## src/rtl/multicycle_ctrl.sv

```systemverilog
// rtl/multicycle_ctrl.sv - multi-cycle MIPS control unit (Moore FSM over IF/ID/EX/MEM/WB)
module multicycle_ctrl #(
    parameter bit JAL_EN = 1'b1
) (
    input  logic       Clk,
    input  logic       Reset,
    input  logic [5:0] OP,
    input  logic [5:0] func,
    input  logic       Zero,
    output logic       PC_Write,
    output logic       IR_Write,
    output logic       Write_Reg,
    output logic       Mem_Write,
    output logic [1:0] PC_s,
    output logic [1:0] w_r_s,
    output logic [1:0] wr_data_s,
    output logic       rt_imm_s,
    output logic       imm_s,
    output logic [2:0] ALU_OP,
    output logic [2:0] State
);

    typedef enum logic [2:0] {
        S_IDLE = 3'd0,
        S_IF   = 3'd1,
        S_ID   = 3'd2,
        S_EX   = 3'd3,
        S_MEM  = 3'd4,
        S_WB   = 3'd5
    } state_t;

    localparam logic [2:0] ALU_AND = 3'b000;
    localparam logic [2:0] ALU_OR  = 3'b001;
    localparam logic [2:0] ALU_ADD = 3'b010;
    localparam logic [2:0] ALU_SUB = 3'b011;
    localparam logic [2:0] ALU_XOR = 3'b100;
    localparam logic [2:0] ALU_NOR = 3'b101;
    localparam logic [2:0] ALU_SLT = 3'b110;
    localparam logic [2:0] ALU_SLL = 3'b111;

    state_t     state_q, state_d;
    logic       r_func_ok;
    logic [2:0] r_alu;
    logic       is_r, is_jr, is_j, is_jal, is_beq, is_bne;
    logic       is_addi, is_andi, is_ori, is_xori, is_lw, is_sw;
    logic       is_ialu, is_legal;
    logic [2:0] ex_alu;
    logic       ex_rt_imm, ex_imm_s;

    always_comb begin
        r_func_ok = 1'b1;
        r_alu     = ALU_AND;
        case (func)
            6'b100000: r_alu = ALU_ADD;
            6'b100010: r_alu = ALU_SUB;
            6'b100100: r_alu = ALU_AND;
            6'b100101: r_alu = ALU_OR;
            6'b100110: r_alu = ALU_XOR;
            6'b100111: r_alu = ALU_NOR;
            6'b101010: r_alu = ALU_SLT;
            6'b000100: r_alu = ALU_SLL;
            default:   r_func_ok = 1'b0;
        endcase
    end

    assign is_r     = (OP == 6'b000000) && r_func_ok;
    assign is_jr    = (OP == 6'b000000) && (func == 6'b001000);
    assign is_j     = (OP == 6'b000010);
    assign is_jal   = JAL_EN && (OP == 6'b000011);
    assign is_beq   = (OP == 6'b000100);
    assign is_bne   = (OP == 6'b000101);
    assign is_addi  = (OP == 6'b001000);
    assign is_andi  = (OP == 6'b001100);
    assign is_ori   = (OP == 6'b001101);
    assign is_xori  = (OP == 6'b001110);
    assign is_lw    = (OP == 6'b100011);
    assign is_sw    = (OP == 6'b101011);
    assign is_ialu  = is_addi | is_andi | is_ori | is_xori;
    assign is_legal = is_r | is_jr | is_j | is_jal | is_beq | is_bne | is_ialu | is_lw | is_sw;

    // ALU controls chosen in EX; held unchanged through MEM and WB of the same instruction
    always_comb begin
        ex_alu    = ALU_AND;
        ex_rt_imm = 1'b0;
        ex_imm_s  = 1'b0;
        if (is_r) begin
            ex_alu = r_alu;
        end else if (is_addi || is_lw || is_sw) begin
            ex_alu    = ALU_ADD;
            ex_rt_imm = 1'b1;
            ex_imm_s  = 1'b1;
        end else if (is_andi) begin
            ex_alu    = ALU_AND;
            ex_rt_imm = 1'b1;
        end else if (is_ori) begin
            ex_alu    = ALU_OR;
            ex_rt_imm = 1'b1;
        end else if (is_xori) begin
            ex_alu    = ALU_XOR;
            ex_rt_imm = 1'b1;
        end else if (is_beq || is_bne) begin
            ex_alu   = ALU_SUB;
            ex_imm_s = 1'b1;
        end
    end

    always_comb begin
        state_d = S_IDLE;
        case (state_q)
            S_IDLE: state_d = S_IF;
            S_IF:   state_d = S_ID;
            S_ID:   state_d = (is_j || is_jal || !is_legal) ? S_IF : S_EX;
            S_EX: begin
                if (is_lw || is_sw)     state_d = S_MEM;
                else if (is_r || is_ialu) state_d = S_WB;
                else                    state_d = S_IF;
            end
            S_MEM:  state_d = is_lw ? S_WB : S_IF;
            S_WB:   state_d = S_IF;
            default: state_d = S_IDLE;
        endcase
    end

    always_ff @(posedge Clk or posedge Reset) begin
        if (Reset) state_q <= S_IDLE;
        else       state_q <= state_d;
    end

    // Outputs follow the current state and latched IR; Zero only matters for branches in EX
    always_comb begin
        PC_Write  = 1'b0;
        IR_Write  = 1'b0;
        Write_Reg = 1'b0;
        Mem_Write = 1'b0;
        PC_s      = 2'b00;
        w_r_s     = 2'b00;
        wr_data_s = 2'b00;
        rt_imm_s  = 1'b0;
        imm_s     = 1'b0;
        ALU_OP    = ALU_AND;
        State     = state_q;
        case (state_q)
            S_IF: begin
                PC_Write = 1'b1;
                IR_Write = 1'b1;
            end
            S_ID: begin
                if (is_j || is_jal) begin
                    PC_Write = 1'b1;
                    PC_s     = 2'b10;
                end
                if (is_jal) begin
                    Write_Reg = 1'b1;
                    w_r_s     = 2'b10;
                    wr_data_s = 2'b10;
                end
            end
            S_EX: begin
                ALU_OP   = ex_alu;
                rt_imm_s = ex_rt_imm;
                imm_s    = ex_imm_s;
                if (is_jr) begin
                    PC_Write = 1'b1;
                    PC_s     = 2'b11;
                end else if (is_beq) begin
                    PC_Write = Zero;
                    PC_s     = 2'b01;
                end else if (is_bne) begin
                    PC_Write = !Zero;
                    PC_s     = 2'b01;
                end
            end
            S_MEM: begin
                ALU_OP    = ex_alu;
                rt_imm_s  = ex_rt_imm;
                imm_s     = ex_imm_s;
                Mem_Write = is_sw;
            end
            S_WB: begin
                ALU_OP    = ex_alu;
                rt_imm_s  = ex_rt_imm;
                imm_s     = ex_imm_s;
                Write_Reg = 1'b1;
                w_r_s     = is_r ? 2'b00 : 2'b01;
                wr_data_s = is_lw ? 2'b01 : 2'b00;
            end
            default: ;
        endcase
    end

endmodule

```

## config.mk

```make
export PLATFORM = sky130hd
export DESIGN_NAME = multicycle_ctrl
export DESIGN_NICKNAME = d
export VERILOG_FILES = /design/src/rtl/multicycle_ctrl.sv
export SDC_FILE = /design/constraint.sdc
export NUM_CORES = 1
export LEC_CHECK = 0
export BUFFER_PORTS_ARGS = -buffer_cell sky130_fd_sc_hd__clkbuf_2
export CAP_MARGIN = 20
export CORE_AREA = 2 2 39 41
export CTS_BUF_LIST = sky130_fd_sc_hd__clkbuf_4
export DETAILED_ROUTE_END_ITERATION = 6
export DIE_AREA = 0 0 41 43
export HOLD_SLACK_MARGIN = 0.1
export PLACE_DENSITY = 0.93
export SLEW_MARGIN = 20
export SYNTH_ARGS = -nofsm -noshare
export SYNTH_HDL_FRONTEND = slang
export SYNTH_SLANG_ARGS = --single-unit
export TNS_END_PERCENT = 5
```

## constraint.sdc

```tcl
create_clock -name Clk -period 2.2 [get_ports Clk]
set_input_delay 0 -clock Clk [delete_from_list [all_inputs] [get_ports Clk]]
set_output_delay 0 -clock Clk [all_outputs]
set_load 0.01 [all_outputs]
```

# After elaboration in Yosys (flattened, before gate mapping)
# Cells that the tools add are included.
dict set report word_totals {
  ff_bits 3
  in_bits 15
  output_inout_bits 18
  wordCells 98
}
dict set report op_classes {
  n_eq_ne 24
  mux 46
  bitwise_logic 11
  n_reduce_logical 16
}
# cell n
set ops {}
lappend ops {{== test 6 bit, second input constant} 9}
lappend ops {{== test 6 x 4 -> 1 bit, second input constant} 5}
lappend ops {{two-way mux 3 bit} 9}
lappend ops {{two-way mux 1 bit} 25}
lappend ops {{one-hot mux 3 bit (7 select lines)} 1}
lappend ops {{== test 6 x 3 -> 1 bit, second input constant} 3}
lappend ops {{one-hot mux 3 bit (5 select lines)} 1}
lappend ops {{== test 6 x 2 -> 1 bit, second input constant} 2}
lappend ops {{one-hot mux 2 bit (2 select lines)} 3}
lappend ops {{OR 1 bit} 11}
lappend ops {{two-way mux 2 bit} 5}
lappend ops {{OR reduction 8 bit} 1}
lappend ops {{logical OR 1 bit} 7}
lappend ops {{== test 3 x 2 -> 1 bit, second input constant} 2}
lappend ops {{== test 3 bit, second input constant} 2}
lappend ops {{logical NOT 6 bit} 1}
lappend ops {{== test 3 x 1 -> 1 bit, second input constant} 1}
lappend ops {{logical NOT 3 bit} 1}
lappend ops {{one-hot mux 1 bit (3 select lines)} 1}
lappend ops {{OR reduction 3 bit} 1}
lappend ops {{logical AND 1 bit} 2}
lappend ops {{logical NOT 1 bit} 2}
lappend ops {{one-hot mux 1 bit (2 select lines)} 1}
lappend ops {{OR reduction 2 bit} 1}

# Longest topological paths before layout
dict set report depth {
  word_depth 16
  ltp_mapped 6
  depth_no_buf 5
}

# Least setup slack after synthesis
# No wires, ideal clock.
dict set report synth_path {
  path_kind {register -> output}
  startpoint {register state_q[0] (netlist: State[0])}
  endpoint {output imm_s}
  t_arrival_ns 1.209
  required_ns 2.200
  slack_ns 0.991
  path_stages_with_launch 6
  path_buffers 1
  path_cell_list {dfrtp_1 clkbuf_1 nand2_1 nand2_1 nand2_1 nor3_1}
}
dict set report synth_via {
  elab_chain_len 3
  word_cells_on_any_way 5
  classes_between {eq/ne: 3; mux: 1; reduce/logical: 1}
}
# element line
set synth_lines {}
lappend synth_lines {{start, declared} 41} ;# state_t state_q, state_d;
lappend synth_lines {{start signal, assigned} 126} ;# else state_q <= state_d;
lappend synth_lines {{== test 3 x 2 -> 1 bit / == test 3 bit (equally long branches)} 142} ;# case (state_q)
lappend synth_lines {{OR reduction 3 bit (no line) (*)} n/a}
lappend synth_lines {{two-way mux 1 bit (*)} 142}
lappend synth_lines {{end, declared} 18} ;# output logic imm_s,
# Mark *: on every way between the ends. The rest lies on a longest branch, timed or not.

# Final worst setup path
dict set report layout_path {
  startpoint {register state_q[1] (netlist: State[1])}
  endpoint {output imm_s}
}
# Same word-level chain as after synthesis.

==> impl_metrics.yaml <==
power:
  p_switching_w: 0.000162
  p_per_area_nw_per_um2: 489
  p_int_w: 0.000236
  ir_drop_mv: 0.259
  combinationalPowerShare: 0.470
  cellLeakagePower_nw: 0.374
  sequentialPowerShare: 0.261
  switching_share: 0.407
  clkPwrFrac: 0.268
  finalPower_w: 0.000398
grt:
  antenna_found_initial: 0
  met1_usage: 0.256
  grt_pass1_wl_mm: 2.53
  busiest_layer: "met2"
  grt_pass1_vias: 637
  grt_max_degree: 13
  grtUsageTotal: 0.198
  grt_overflow: 0
  use_met3: 0.0314
  grt_use_met2: 0.331
clock_network:
  cts-root-buf: "clkbuf_4"
  cts_resized: 0
  clock_path_buffers: 2
  htreeDepth: 1
  cts_buffers: 3
  cts_hold_buffers: 1
  clk_pin_slew_ps: 40
  clkLatencyLatePin_ps: 230
  post-cts-setup-buffers: 0
  cts_tree: "yes"
  clock-sinks: 3
run:
  drv_cap: 0
sta:
  finalSetupViolCount: 0
  tns_ps: 0
  max_freq_mhz: 641
  fin_skew_ps: 5.42
  hold_violations: 0
  fin_crit_sh: 0.709
  tightestPinTransition_ps: 374
  slew_headroom: 0.747
  slew_viol_final: 0
  fin_crit_ps: 1560
  rsz0062_at_grt: "false"
setup_path:
  arrival_ps: 1560
  crit_path_end_kind: "output port"
  critPathMaxFanout: 8
  rrSetupSlack_ps: 1060
  path_class: "register to output port"
  reg2reg_depth: 3
  startpoint_type: "register"
  cp.required_ps: 2200
  r2r-end: "State[1]"
  timing.rr.start: "State[0]"
route:
  drc: 0
  finalWirelength_mm: 1.59
  viasPerCell: 5.61
  routedWlPerCell_um: 11.7
  vias: 763
  firstDrtPassIters: 3
  drt_iter0_markers: 4
  detail-route-antenna-nets: 0
final_layout:
  nFillCells: 122
  multiInputGateArea_um2: 493
  drive_gt1_frac: 0.417
  ff_latch_area_um2: 75.1
  area_delta_synth_final_pct: 31.0
  largest_reg_flops: 3
  layout.nets: 136
  antenna_cells: 0
place:
  place_hpwl_mm: 1.32
  gp_congestion: 0.764
  port_buffers: 32
synthesis:
  ys_warn_count: 0
  synth_common_cells: "12 x nor2_1, 9 x nand2_1, 6 x nor2b_1"
  synth_edf_count: 0
  synth_area_um2: 621
  synth.avg_cell_area_um2: 7.13
  synth_fp_nets: 102
  synthArstFlopShare: 1.00
  synth-main-ff-cell: "dfrtp_1"
  synth_most_common_cell: "nor2_1"
  ys_seq_area_frac: 0.121
  synth.top_cells.by_area: "dfrtp_1 12%, nor2_1 7.3%, nor2b_1 6.0%"
  yosysTopAreaCellShare: 0.121
  syn_inst: 87
  yosysUniqueCellTypes: 43
  synth_top_area_cell: "dfrtp_1"
  ys_seq_elements: 3
floorplan:
  io_pins: 33
  core_region_area_um2: 1380
  die_h_um: 43
  initial_utilization: 0.448
  die-area_um2: 1760
  die_x_um: 41
  rows: 14
hold_path:
  hold_class: "input pin to asynchronous set/reset pin"
outcome:
  status: "complete, no violations"
==> logic make-up (layout without fill, tap and decap cells) <==
logic type	count (synthesis)	after routing	share of synthesized area
AND/OR/NAND/NOR	48	48	0.438
AO/OA/AOI/OAI	23	23	0.308
buffers and inverters	10	43	0.0847
flip-flops	3	3	0.121
adder cells (fa/ha/maj)	1	1	0.0181
XOR/XNOR	1	1	0.0141
multiplexers	1	1	0.0161
==> power groups by stage <==
stage	clock, W	sequential, W	combinational [W]
CTS	0.000110	0.000103	0.000187
detailed placement	0	0.000103	0.000185
finish	0.000107	0.000104	0.000187
global placement	0	0.000100	0.000181
global route	0.000116	0.000108	0.000208
floorplan	0	0.0000921	0.000133
==> cell type report <==
cell class	instances	area share
clock buffer	4	0.0369
multi-input combinational	74	0.606
sequential	3	0.0923
tap	16	0.0246
inverter	6	0.0308
timing repair buffer	33	0.209
==> stage by stage <==
stage | utilization | instances | setup slack [ps] | hold slack, ps | cell area (um2)
final | 0.588 | 136 | 639 | 195 | 813
after global routing | 0.588 | 136 | 491 | 210 | 813
after CTS | 0.588 | 136 | 643 | 184 | 813
after detailed placement | 0.559 | 131 | 863 | -134 | 773
after global placement | 0.559 | 131 | 875 | -154 | 773
after floorplan | - | 87 | 991 | -246 | 621
==> cells in the final DEF (no fill, tap or decap), types with 2 or more instances in the layout <==
cell type,netlist,final
nand2b_1,4,4
nor3_1,3,3
clkbuf_4,0,4
clkbuf_2,0,32
a21oi_1,2,2
dfrtp_1,3,3
a21boi_0,2,2
nand2_1,9,9
nor2_1,12,12
o32ai_1,2,2
inv_1,5,5
nor2b_1,6,6
o21a_1,4,4
o21ai_0,2,2
nand3_1,3,3
==> critical path, cell delays in order (launching register included) <==
cell	delay (ps)
dfrtp_1	430
nor2b_1	240
nand2_1	120
nand2_1	150
nand2_1	90
nor3_1	150
clkbuf_2	160
==> worst max-delay path by stage <==
stage | start | to | cells past startpoint
floorplan | State[0] | imm_s | 5
global placement | OP[1] | ALU_OP[0] | 7
detailed placement | OP[1] | ALU_OP[0] | 7
CTS | State[1] | imm_s | 6
global route | State[1] | rt_imm_s | 6
finish | State[1] | imm_s | 6
==> routing by layer <==
metal	part of all wire	wire, um	vias to the layer above
met4	0.012	19	0
met3	0.052	83	2
li1	-	-	383
met2	0.48	766	24
met1	0.45	725	354
met5	0	0	-
Power figures use the tool's default switching activity.
